--- config.mk ---
export PLATFORM = sky130hd
export DESIGN_NAME = if_fetch_unit
export DESIGN_NICKNAME = d
export VERILOG_FILES = /design/src/rtl/if_fetch_unit.sv
export SDC_FILE = /design/constraint.sdc
export NUM_CORES = 1
export LEC_CHECK = 0
export ABC_AREA = 1
export CAP_MARGIN = 20
export CORE_ASPECT_RATIO = 1.75
export CORE_MARGIN = 8
export CORE_UTILIZATION = 36
export DETAILED_ROUTE_END_ITERATION = 16
export SETUP_SLACK_MARGIN = 0.5
export SKIP_LAST_GASP = 1
export SYNTH_ARGS = -nofsm -noshare
export SYNTH_HDL_FRONTEND = slang
export SYNTH_SLANG_ARGS = --single-unit
--- constraint.sdc ---
create_clock -name clk -period 5.5 [get_ports clk]
set_clock_uncertainty 0.1 [all_clocks]
set_input_delay 0.55 -clock clk [delete_from_list [all_inputs] [get_ports clk]]
set_output_delay 0.55 -clock clk [all_outputs]
set_load 0.02 [all_outputs]
--- src/rtl/if_fetch_unit.sv ---
// Instruction-fetch front end. It owns the PC, keeps at most one imem request in flight and buffers fetched words in a FIFO.
// Performance counters are built only when FETCH_PERF_CNT_EN is defined; otherwise both perf ports are tied to zero.
module if_fetch_unit #(
  parameter int unsigned FIFO_DEPTH = 2,
  parameter logic [31:0] RESET_PC   = 32'h0000_0000
) (
  input  logic        clk,
  input  logic        rst,
  input  logic        freeze,
  input  logic        branch_taken,
  input  logic [31:0] branch_address,
  output logic        imem_req,
  output logic [31:0] imem_addr,
  input  logic        imem_ack,
  input  logic [31:0] imem_rdata,
  output logic [31:0] pc_plus_four_out,
  output logic [31:0] instruction_out,
  output logic        fetch_empty,
  output logic [31:0] perf_stall_cnt,
  output logic [31:0] perf_squash_cnt
);

  localparam int unsigned PTR_W = $clog2(FIFO_DEPTH);
  localparam int unsigned CNT_W = $clog2(FIFO_DEPTH) + 1;
  localparam logic [CNT_W-1:0] DEPTH_C = CNT_W'(FIFO_DEPTH);

  localparam logic [1:0] ST_IDLE        = 2'd0;
  localparam logic [1:0] ST_WAIT        = 2'd1;
  localparam logic [1:0] ST_WAIT_SQUASH = 2'd2;

  logic [1:0]       state, state_nxt;
  logic [31:0]      fetch_addr, fetch_addr_nxt;
  logic [31:0]      squash_addr;
  logic             squash_load;

  logic [31:0]      pc_mem  [FIFO_DEPTH];
  logic [31:0]      ins_mem [FIFO_DEPTH];
  logic [PTR_W-1:0] rd_ptr, wr_ptr;
  logic [CNT_W-1:0] count, count_after;
  logic             pop, push;

  assign pop         = !freeze && !branch_taken && (count != '0);
  assign push        = (state == ST_WAIT) && imem_ack && !branch_taken;
  assign count_after = count - CNT_W'(pop) + CNT_W'(push);

  always_comb begin
    state_nxt      = state;
    fetch_addr_nxt = fetch_addr;
    squash_load    = 1'b0;
    case (state)
      ST_IDLE: begin
        if (branch_taken) begin
          fetch_addr_nxt = branch_address;
        end else if (count < DEPTH_C) begin
          state_nxt = ST_WAIT;
        end
      end
      ST_WAIT: begin
        if (branch_taken) begin
          fetch_addr_nxt = branch_address;
          if (imem_ack) begin
            state_nxt = ST_IDLE;
          end else begin
            state_nxt   = ST_WAIT_SQUASH;
            squash_load = 1'b1;
          end
        end else if (imem_ack) begin
          fetch_addr_nxt = fetch_addr + 32'd4;
          state_nxt      = (count_after < DEPTH_C) ? ST_WAIT : ST_IDLE;
        end
      end
      ST_WAIT_SQUASH: begin
        if (branch_taken) fetch_addr_nxt = branch_address;
        if (imem_ack) state_nxt = ST_IDLE;
      end
      default: state_nxt = ST_IDLE;
    endcase
  end

  always_ff @(posedge clk or negedge rst) begin
    if (!rst) begin
      state       <= ST_IDLE;
      fetch_addr  <= RESET_PC;
      squash_addr <= RESET_PC;
    end else begin
      state      <= state_nxt;
      fetch_addr <= fetch_addr_nxt;
      if (squash_load) squash_addr <= fetch_addr;
    end
  end

  // A redirect flushes the buffer in every state, so stale words never follow a taken branch.
  always_ff @(posedge clk or negedge rst) begin
    if (!rst) begin
      rd_ptr <= '0;
      wr_ptr <= '0;
      count  <= '0;
    end else if (branch_taken) begin
      rd_ptr <= '0;
      wr_ptr <= '0;
      count  <= '0;
    end else begin
      if (push) wr_ptr <= wr_ptr + PTR_W'(1);
      if (pop)  rd_ptr <= rd_ptr + PTR_W'(1);
      count <= count_after;
    end
  end

  always_ff @(posedge clk) begin
    if (push) begin
      pc_mem[wr_ptr]  <= fetch_addr + 32'd4;
      ins_mem[wr_ptr] <= imem_rdata;
    end
  end

  assign imem_req         = (state != ST_IDLE);
  assign imem_addr        = (state == ST_WAIT_SQUASH) ? squash_addr : fetch_addr;
  assign fetch_empty      = (count == '0);
  assign pc_plus_four_out = fetch_empty ? '0 : pc_mem[rd_ptr];
  assign instruction_out  = fetch_empty ? '0 : ins_mem[rd_ptr];

`ifdef FETCH_PERF_CNT_EN
  logic [31:0] stall_cnt, squash_cnt;

  // A branch in WAIT either abandons the request or drops the data acked in the same cycle.
  always_ff @(posedge clk or negedge rst) begin
    if (!rst) begin
      stall_cnt  <= '0;
      squash_cnt <= '0;
    end else begin
      if (fetch_empty && !freeze) stall_cnt <= stall_cnt + 32'd1;
      if ((state == ST_WAIT) && branch_taken) squash_cnt <= squash_cnt + 32'd1;
    end
  end

  assign perf_stall_cnt  = stall_cnt;
  assign perf_squash_cnt = squash_cnt;
`else
  assign perf_stall_cnt  = '0;
  assign perf_squash_cnt = '0;
`endif

endmodule

Word level (Yosys, flattened, before mapping)
Memory sizes are Yosys's and may differ from the RTL's.
Index checks and enable logic that the tools add are counted.
{"block": "word_totals", "output_inout_bits": 162, "elab_cells": 63, "in_bits": 69, "mem_bits_rw": 128, "regBits": 70, "mem_count": 2}
{"block": "op_classes", "muxes": 25, "order_cmp": 2, "add_sub_neg": 5, "n_eq_ne": 7, "n_reduce_logical": 16}
{"memory": "ins_mem", "depth": 2, "width": 32, "read_ports": 1, "rd_ports_with_merged_regs": 0, "write_ports": 1, "line_no": "37", "source": "logic [31:0] ins_mem [FIFO_DEPTH];"}
{"memory": "pc_mem", "depth": 2, "width": 32, "read_ports": 1, "rd_ports_with_merged_regs": 0, "write_ports": 1, "line_no": "36", "source": "logic [31:0] pc_mem [FIFO_DEPTH];"}
{"operator": "32-bit two-way mux", "count": 6}
{"operator": "32-bit one-hot mux with 2 select lines", "count": 1}
{"operator": "32-bit by 3-bit adder with 32-bit output, second input constant", "count": 1}
{"operator": "2-bit two-way mux", "count": 7}
{"operator": "1-bit two-way mux", "count": 10}
{"operator": "2-bit nonzero test", "count": 5}
{"operator": "2-bit inequality test, second input constant", "count": 3}
{"operator": "2-bit one-hot mux with 3 select lines", "count": 1}
{"operator": "1-bit logical AND", "count": 4}
{"operator": "2-bit zero test", "count": 2}
{"operator": "2-bit less-than comparator, second input constant", "count": 2}
{"operator": "4-bit AND reduction", "count": 1}
{"operator": "3-bit inequality test, second input constant", "count": 1}
{"operator": "3-bit AND reduction", "count": 1}
{"operator": "1-bit adder, second input constant", "count": 2}
{"operator": "2-bit by 1-bit adder with 2-bit output", "count": 1}
{"operator": "2-bit by 1-bit equality test with 1-bit output, second input constant", "count": 1}
{"operator": "2-bit equality test, second input constant", "count": 1}
{"operator": "1-bit zero test", "count": 2}
{"operator": "2-bit by 1-bit inequality test with 1-bit output, second input constant", "count": 1}
{"operator": "2-bit OR reduction", "count": 1}
{"operator": "2-bit by 1-bit subtractor with 2-bit output", "count": 1}

Logic depth before layout (Yosys ltp)
Gate-level depths: netlist (run 1).
{"block": "logic_depth", "word_depth": 10, "mapped_depth": 10, "ltp_nobuf": 10}

Worst setup path after synthesis (run 1)
OpenSTA, ideal clock, no wires.
{"block": "synth_path", "path_type": "input-to-reg", "startpoint": "in branch_taken", "endpoint": "mem ins_mem[0][0], enable pin", "path_stages": 4, "slack_ns": 1.317, "t_required_ns": 4.914, "path_buffers": 1, "arrival_time_ns": 3.597, "setup_ns": 0.486, "cell_sequence": "buf_4 -> inv_2 -> nand3_1 -> nor2_1"}
{"block": "synth_via", "elab_chain_cells": 4}
{"item": "start: declaration", "line_no": "10", "source": "input logic branch_taken,"}
{"item": "1-bit zero test", "line_no": "43", "source": "assign push = (state == ST_WAIT) && imem_ack && !branch_taken;"}
{"item": "1-bit logical AND", "line_no": "43"}
{"item": "1-bit two-way mux", "line_no": "110", "source": "if (push) begin"}
{"item": "1-bit two-way mux (implied by the code)", "line_no": "112", "source": "ins_mem[wr_ptr] <= imem_rdata;"}
{"item": "end: declaration", "line_no": "37"}
Every way passes these cells.

Worst setup path in the final report (run 1)
{"block": "layout_path", "startpoint": "reg count[1]", "endpoint": "out pc_plus_four_out[23]"}
{"block": "layout_via", "elab_chain_cells": 2}
{"item": "start: declaration", "line_no": "39", "source": "logic [CNT_W-1:0] count, count_after;"}
{"item": "start signal: assignment", "line_no": "105", "source": "count <= count_after;"}
{"item": "2-bit zero test", "line_no": "118", "source": "assign fetch_empty = (count == '0);"}
{"item": "32-bit two-way mux", "line_no": "119", "source": "assign pc_plus_four_out = fetch_empty ? '0 : pc_mem[rd_ptr];"}
{"item": "end: declaration", "line_no": "16", "source": "output logic [31:0] pc_plus_four_out,"}
Every way passes these cells.

==> impl_metrics.py, run 1 <==
metrics = {
    "status": {
        "status": "completed",
    },
    "logic_synthesis": {
        "synthCells": 1028,
        "synth_top_family_by_area": "simple AND/OR/NAND/NOR gates",
        "yosysSeqAreaShare_pct": 58.6,
        "synth_area_per_cell_um2": 9.29,
        "synth-seq-cells": 198,
        "synth_ff_type": "edfxtp_1",
        "yosys.area.top_type": "edfxtp_1",
        "syn_area_mm2": 0.00955,
        "synth_commonest_cells": "nand2_1, edfxtp_1, a21oi_1, nor2_1, dfrtp_1",
        "synth.area.top_cells": "edfxtp_1, dfrtp_1, nand2_1",
        "synthSimpleGateAreaFrac_pct": 20.4,
        "yosysWarningCount": 0,
        "synth-edff-count": 128,
        "yosys.area.top_type_share_pct": 40.2,
        "synth.area.mux_share_pct": 0,
        "async_flop_share_pct": 35.4,
        "synth.distinct_cells": 33,
        "synth_xor_area_share_pct": 0.825,
        "synthAdderAreaFrac_pct": 0.393,
        "post-synth-top-count-cell": "nand2_1",
        "synth_compound_gate_area_share_pct": 10.2,
    },
    "critical_path": {
        "crit_type": "reg -> out",
        "max_stage_delay_ns": 0.67,
        "worst_ep_required_time_ns": 4.85,
        "reg2reg_slack_ns": 2.87,
        "cp.arrival_ns": 2.77,
        "critical_path_peak_fanout": 34,
        "crit_path_start_kind": "flip-flop",
        "cp_slowest_cell": "nor2_4",
        "cp_cell_sequence": "nor2_4 -> buf_4 -> a21oi_1 -> clkdlybuf4s50_1",
        "cp-end-kind": "output port",
    },
    "pwr": {
        "pwr-share-comb_pct": 42.3,
        "p_switching_w": 0.00233,
        "p_int_w": 0.00352,
        "leakage_nw": 4.87,
        "p_seq_share_pct": 38.2,
        "pwr-share-clk_pct": 19.4,
        "swShare_pct": 39.8,
        "peakVddDrop_mv": 0.224,
        "power.density_mw_per_mm2": 495,
    },
    "global_route": {
        "grt_use_met3_pct": 4.64,
        "grt_pass1_wl_um": 39600,
        "antenna_found_initial": 1,
        "grt_pass1_vias": 7295,
        "use_met1_pct": 17.1,
        "grtUsageTotal_pct": 15.8,
        "use_met2_pct": 28.2,
        "grt_overflow_total": 0,
        "grt-busiest-layer": "met2",
        "grt_max_degree": 67,
    },
    "timing": {
        "setup_violations": 0,
        "drv_slew": 0,
        "hold_viol_final": 0,
        "grt_setup_unrepaired": "false",
        "layout_min_cycle_time_ns": 3.42,
        "fmax_ghz": 0.292,
        "worst_pin_slew_ns": 0.910,
        "final.setup.tns_ns": 0,
        "setup_ws_ns": 2.08,
        "finalCritPeriodShare_pct": 62.2,
        "slew_headroom_pct": 39.3,
    },
    "cts": {
        "post_cts_buffers": 0,
        "cts_sinks": 198,
        "hold_buffers": 1,
        "clk_root_buffer_cell": "clkbuf_16",
        "h-tree-depth": 4,
        "cts_max_path_buffers": 2,
        "clk_latency_ns": 0.44,
        "cts-buffers-inserted": 17,
        "cts_resized": 0,
        "cts_tree": "done",
        "cts.clk_slew.worst_paths_ns": 0.07,
    },
    "run": {
        "drv_cap": 0,
    },
    "hold_path": {
        "worstHoldPathType": "reg -> reg",
    },
    "floorplan": {
        "fp.dieArea_mm2": 0.0322,
        "rows": 79,
        "ios": 231,
        "die_h_um": 231,
        "core-area_mm2": 0.0264,
        "initial_core_util_pct": 36.2,
        "die_width_um": 139,
    },
    "route": {
        "vias_per_cell": 4.65,
        "dr_total_vias": 7046,
        "drcViolationCount": 0,
        "ant_nets": 0,
        "wl_per_cell_um": 16.4,
        "dr.first_iter.drc_count": 345,
        "drtPass1Iterations": 5,
        "wirelength_um": 24800,
    },
    "place": {
        "dpl.hpwl_um": 17800,
        "place_ws_ns": 2.49,
        "gp_routability_congestion": 0.858,
        "port_buffers": 166,
    },
    "cells_and_area": {
        "syn_to_final_growth_pct": 23.6,
        "finalNetCount": 1250,
        "final_layout_size_suffix_gt1_share_pct": 7.05,
    },
}
==> sequential cells by signal, indices dropped and copies added (netlist names) <==
name         count
fetch_addr      32
state            2
wr_ptr           1
squash_addr     32
ins_mem         64
pc_mem          64
count            2
rd_ptr           1
==> stage by stage <==
stage	hold WS [ns]	instance area, um^2	total power (W)	util, %	std cells
after CTS	0.396	11800	0.00593	44.7	1515
after global placement	0.368	11300	0.00474	42.7	1482
after detailed placement	0.378	11300	0.00477	42.7	1482
after floorplan	0.154	9790	0.00374	-	1091
after global routing	0.417	11800	0.00625	44.7	1516
final	0.390	11800	0.00585	44.7	1516
==> final cells by class <==
type	count	area, um^2
fillers	2536	14600
repair buffers	177	1740
inverters	63	236
clock buffers	21	440
clock inverters	11	85.1
well taps	324	405
diodes	1	2.50
multi-input cells	721	3300
flip-flops and latches	198	5600
==> power groups by stage <==
stage	combinational, W	clock [W]	sequential, W
floorplan	0.00153	0	0.00220
detailed placement	0.00251	0	0.00226
finish	0.00247	0.00114	0.00223
global route	0.00275	0.00123	0.00228
global placement	0.00249	0	0.00225
CTS	0.00252	0.00118	0.00223
==> final timing paths <==
check                                 from              endpoint  depth (start not counted)
hold reg to reg            squash_addr[12]       squash_addr[12]                          2
hold / removal             squash_addr[12]       squash_addr[12]                          2
setup / recovery                  count[1]  pc_plus_four_out[23]                          4
min in group asynchronous              rst       squash_addr[24]                          2
max in group asynchronous              rst                rd_ptr                          3
setup reg to reg                  count[1]              state[0]                          9
==> cells in the final DEF, fill, tap and decap left out, types with 10 or more instances in the layout <==
master / synthesis / final
nor2_1: 89 / 86
o21ai_1: 16 / 16
dfrtp_1: 70 / 69
nand2_2: 11 / 12
conb_1: 1 / 64
nand2_1: 305 / 304
clkbuf_16: 0 / 17
buf_4: 65 / 10
clkdlybuf4s50_1: 0 / 165
inv_1: 54 / 54
edfxtp_1: 128 / 128
a21oi_1: 102 / 102
nand3_1: 29 / 29
o21ai_0: 59 / 59
==> per-layer routing <==
metal / vias to the layer above / part of all wire [%] / routed length, um
li1: 3541 / - / -
met1: 3285 / 40 / 9870
met2: 194 / 52 / 12900
met3: 26 / 5.8 / 1440
met4: 0 / 2.3 / 580
met5: - / 0 / 0
==> cell families (layout without fill, tap and decap cells) <==
group / after synthesis / in the layout
compound gates: 188 / 188
simple gates: 457 / 457
buf+inv: 172 / 272
flops: 198 / 198
fa+ha+maj: 3 / 3
other cells: 1 / 65
xor+xnor: 9 / 9
==> worst max-delay path, delay by kind of cell, from the launching register on <==
kind / cells / cell delay, ns
DFF: 1 / 0.42
buffers and inverters: 2 / 1.05
AOI/OAI and AO/OA: 1 / 0.15
and+or+nand+nor: 1 / 0.67
Power figures use the tool's default switching activity.
==> run 2: changes to the inputs <==
clock period = 3.1 ns   (was 5.5 ns; I/O delays follow)
==> impl_metrics.py, run 2 (synthesized netlist as in run 1, its figures left out) <==
metrics = {
    "status": {
        "status": "completed",
    },
    "run": {
        "drv_cap": 0,
    },
    "floorplan": {
        "fp.dieArea_mm2": 0.0322,
        "ios": 231,
        "die_h_um": 231,
        "initial_core_util_pct": 36.2,
        "core-area_mm2": 0.0264,
        "rows": 79,
        "die_width_um": 139,
    },
    "timing": {
        "hold_viol_final": 0,
        "grt_setup_unrepaired": "true",
        "hold_slack_ns": 0.302,
        "finalCritPeriodShare_pct": 81.1,
        "slew_headroom_pct": 63.5,
        "setup_violations": 0,
        "layout_min_cycle_time_ns": 2.51,
        "worst_pin_slew_ns": 0.548,
        "fmax_ghz": 0.398,
        "final.setup.tns_ns": 0,
        "setup_ws_ns": 0.585,
        "drv_slew": 0,
    },
    "pwr": {
        "totalPowerFinal_w": 0.0105,
        "power.density_mw_per_mm2": 867,
        "peakVddDrop_mv": 0.402,
        "leakage_nw": 5.57,
    },
    "place": {
        "place_ws_ns": 0.422,
        "dpl.hpwl_um": 18300,
        "port_buffers": 166,
        "gp_routability_congestion": 0.877,
        "dp_cells": 1486,
    },
    "cells_and_area": {
        "diodes": 0,
        "final_common_cell": "nand2_1",
        "reg_top3": "ins_mem x64, pc_mem x64",
        "stdcell_count": 1519,
        "finalNetCount": 1254,
        "syn_to_final_growth_pct": 26.4,
        "final_layout_size_suffix_gt1_share_pct": 7.45,
        "mostFrequentLayoutCells": "nand2_1, edfxtp_1, clkdlybuf4s50_1, a21oi_1, nor2_1",
    },
    "global_route": {
        "grt_pass1_wl_um": 39800,
        "antenna_found_initial": 0,
        "grtUsageTotal_pct": 15.9,
        "grt_overflow_total": 0,
        "grt_pass1_vias": 7227,
        "grt_max_degree": 71,
    },
    "route": {
        "dr_total_vias": 7182,
        "ant_nets": 0,
        "drcViolationCount": 0,
        "vias_per_cell": 4.73,
        "drtPass1Iterations": 6,
        "wirelength_um": 25100,
        "dr.first_iter.drc_count": 404,
        "wl_per_cell_um": 16.5,
    },
    "cts": {
        "clk_latency_ns": 0.44,
        "cts_max_path_buffers": 2,
        "cts_tree": "done",
        "clk_root_buffer_cell": "clkbuf_16",
        "post_cts_buffers": 0,
        "h-tree-depth": 4,
        "cts_sinks": 198,
        "cts.clk_slew.worst_paths_ns": 0.07,
        "cts-buffers-inserted": 17,
    },
    "critical_path": {
        "cp-end-kind": "output port",
        "crit_type": "reg -> out",
        "cp.arrival_ns": 2.10,
        "crit_path_start_kind": "flip-flop",
        "worst_ep_required_time_ns": 2.69,
        "critical_path_peak_fanout": 31,
    },
    "hold_path": {
        "worstHoldPathType": "in -> async",
    },
}
## run 2: final timing paths
check / from / to / slack [ns] / depth (start not counted)
worst max-delay path: rd_ptr / pc_plus_four_out[6] / 0.59 / 5
worst min-delay path: rst / fetch_addr[1] / 0.30 / 3
worst max register to register: state[1] / state[0] / 0.88 / 9
worst min register to register: fetch_addr[0] / pc_mem[0][0] / 0.38 / 0
max in group asynchronous: rst / squash_addr[26] / 2.23 / 3
min in group clk: branch_address[0] / fetch_addr[0] / 0.35 / 3
## run 2: layer usage
metal,global-route usage [%],up-vias,wire [um]
met5,0,-,0
met4,8.14,0,930
met3,4.35,40,1270
met2,28.5,213,13200
met1,16.9,3377,9710
li1,-,3552,-
## run 2: per-stage QoR
| step | instance area (um^2) | utilization (%) |
|---|---|---|
| after global routing | 12100 | 45.7 |
| after global placement | 11400 | 43.1 |
| final | 12100 | 45.7 |
| after detailed placement | 11400 | 43.1 |
| after floorplan | 9790 | - |
| after CTS | 12000 | 45.3 |
## run 2: layout make-up
type / count / area [um^2]
timing repair buffer: 181 / 1960
inverter: 63 / 236
multi-input combinational: 721 / 3300
tap: 324 / 405
sequential: 198 / 5600
clock inverter: 13 / 134
clock buffer: 19 / 433
fill: 2543 / 14300
## run 2: worst max-delay path, stage by stage (launching register included)
cell and delay (ns):
dfrtp_2 0.43, inv_2 0.08, buf_6 0.24, nand2_1 0.08, a21oi_1 0.13, clkdlybuf4s50_1 0.69
## run 2: report_power, final
part           switching (W)  internal (W)
combinational        0.00280       0.00154
clock               0.000978       0.00118
sequential          0.000409       0.00355
total                0.00419       0.00628
## run 2: what timing repair did
action	CTS	global route
endpoints found under the hold margin	70	0
setup endpoints to repair	66	50
resized for setup	23	42
hold buffers	1	0
==> run 3: changes to the inputs <==
clock period = 2.6 ns   (was 3.1 ns; I/O delays follow)
==> impl_metrics.py, run 3 (synthesized netlist as in run 1, its figures left out) <==
metrics = {
    "route": {
        "ant_nets": 0,
        "dr.first_iter.drc_count": 440,
        "drcViolationCount": 0,
        "vias_per_cell": 4.80,
        "dr_total_vias": 7367,
        "wirelength_um": 27200,
        "drtPass1Iterations": 5,
        "wl_per_cell_um": 17.7,
    },
    "cells_and_area": {
        "reg_top3": "ins_mem x64, pc_mem x64",
        "final_layout_size_suffix_gt1_share_pct": 18.0,
        "finalNetCount": 1271,
        "diodes": 0,
        "syn_to_final_growth_pct": 25.6,
        "stdcell_count": 1536,
        "final_common_cell": "nand2_1",
        "mostFrequentLayoutCells": "nand2_1, edfxtp_1, a21oi_1, nor2_1, buf_2",
        "fin_area_mm2": 0.0120,
        "fillers": 2566,
    },
    "cts": {
        "clk_latency_ns": 0.45,
        "cts_max_path_buffers": 2,
        "cts_tree": "done",
        "cts_sinks": 198,
        "h-tree-depth": 4,
        "clk_root_buffer_cell": "clkbuf_16",
        "cts-buffers-inserted": 17,
        "cts.clk_slew.worst_paths_ns": 0.07,
    },
    "critical_path": {
        "cp-end-kind": "output port",
        "crit_type": "reg -> out",
        "worst_ep_required_time_ns": 2.24,
        "crit_path_start_kind": "flip-flop",
        "critical_path_peak_fanout": 11,
        "cp.arrival_ns": 1.80,
    },
    "place": {
        "dp_cells": 1487,
        "gp_routability_congestion": 0.855,
        "port_buffers": 166,
        "dpl-instance-area_mm2": 0.0114,
        "dpl.hpwl_um": 18100,
    },
    "pwr": {
        "peakVddDrop_mv": 0.542,
        "p_int_w": 0.00747,
        "swShare_pct": 41.2,
        "leakage_nw": 5.26,
        "pwr-share-comb_pct": 41.8,
        "pwr-share-clk_pct": 21.0,
        "totalPowerFinal_w": 0.0127,
        "p_switching_w": 0.00523,
        "power.density_mw_per_mm2": 1060,
        "p_seq_share_pct": 37.2,
    },
    "global_route": {
        "grtUsageTotal_pct": 16.7,
        "use_met2_pct": 30.7,
        "antenna_found_initial": 0,
        "use_met1_pct": 18.0,
        "grt_overflow_total": 0,
        "grt_max_degree": 65,
        "grt_pass1_wl_um": 41400,
        "grt_use_met3_pct": 4.18,
        "grt-busiest-layer": "met2",
        "grt_pass1_vias": 7274,
    },
    "timing": {
        "fmax_ghz": 0.464,
        "finalCritPeriodShare_pct": 82.9,
        "drv_slew": 0,
        "slew_headroom_pct": 62.4,
        "hold_viol_final": 0,
        "setup_violations": 0,
        "grt_setup_unrepaired": "true",
        "final.setup.tns_ns": 0,
        "worst_pin_slew_ns": 0.563,
        "layout_min_cycle_time_ns": 2.16,
    },
    "hold_path": {
        "worstHoldPathType": "in -> async",
    },
    "floorplan": {
        "fp.dieArea_mm2": 0.0322,
        "initial_core_util_pct": 36.2,
        "rows": 79,
        "ios": 231,
        "die_width_um": 139,
        "die_h_um": 231,
        "core-area_mm2": 0.0264,
    },
    "status": {
        "status": "completed",
    },
    "run": {
        "drv_cap": 0,
    },
}
==> run 3: final cells by class <==
class,instances,area (um^2),share of cell area [%]
Clock buffer,18,439,3.66
Clock inverter,14,150,1.25
Inverter,63,244,2.03
Multi-Input combinational cell,721,3390,28.3
Sequential cell,198,5600,46.7
Tap cell,324,405,3.38
Timing Repair Buffer,198,1770,14.7
==> run 3: through the flow <==
| stage | setup slack (ns) | hold slack [ns] | util, % |
|---|---|---|---|
| floorplan | 0.412 | -0.136 | - |
| global placement | 0.305 | 0.106 | 43.3 |
| detailed placement | 0.299 | 0.109 | 43.3 |
| CTS | 0.383 | 0.162 | 45.9 |
| global route | 0.363 | 0.195 | 45.5 |
| finish | 0.444 | 0.168 | 45.5 |
==> run 3: final timing paths <==
check | depth (start not counted) | slack (ns) | endpoint | start
worst max-delay path | 6 | 0.44 | imem_addr[0] | state[1]
worst min-delay path | 2 | 0.17 | fetch_addr[26] | rst
worst max register to register | 10 | 0.53 | state[0] | state[1]
worst min register to register | 0 | 0.38 | pc_mem[0][1] | fetch_addr[1]
max in group asynchronous | 3 | 1.56 | squash_addr[8] | rst
min in group clk | 1 | 0.29 | ins_mem[0][12] | imem_rdata[12]
==> run 3: power groups by stage <==
stage,clock network (W),registers (W),logic [W]
3_5_place_dp,0,0.00478,0.00542
5_1_grt,0.00283,0.00481,0.00586
4_1_cts,0.00274,0.00473,0.00546
3_3_place_gp,0,0.00476,0.00536
6_report,0.00267,0.00473,0.00531
2_1_floorplan,0,0.00465,0.00327
==> run 3: routing by layer <==
metal  vias to the layer above  routed length, um  part of all wire (%)
li1                       3589                  -                     -
met1                      3522              10400                    38
met2                       218              14700                    54
met3                        38               1320                   4.9
met4                         0                737                   2.7
met5                         -                  0                     0
==> run 3: timing repair <==
action / in CTS / in global routing
gates cloned: 4 / 3
pin swaps: 1 / 7
gates resized for setup: 346 / 66
hold endpoints to repair: 46 / 0
hold buffers: 1 / 0
setup endpoints to repair: 95 / 71
buffers inserted: 4 / 5
==> run 3: critical path, cell delays in order (launching register included) <==
cell,delay (ns)
dfrtp_2,0.41
buf_4,0.15
nand2_8,0.13
buf_4,0.15
nor2_1,0.04
a21oi_1,0.11
dlygate4sd2_1,0.35
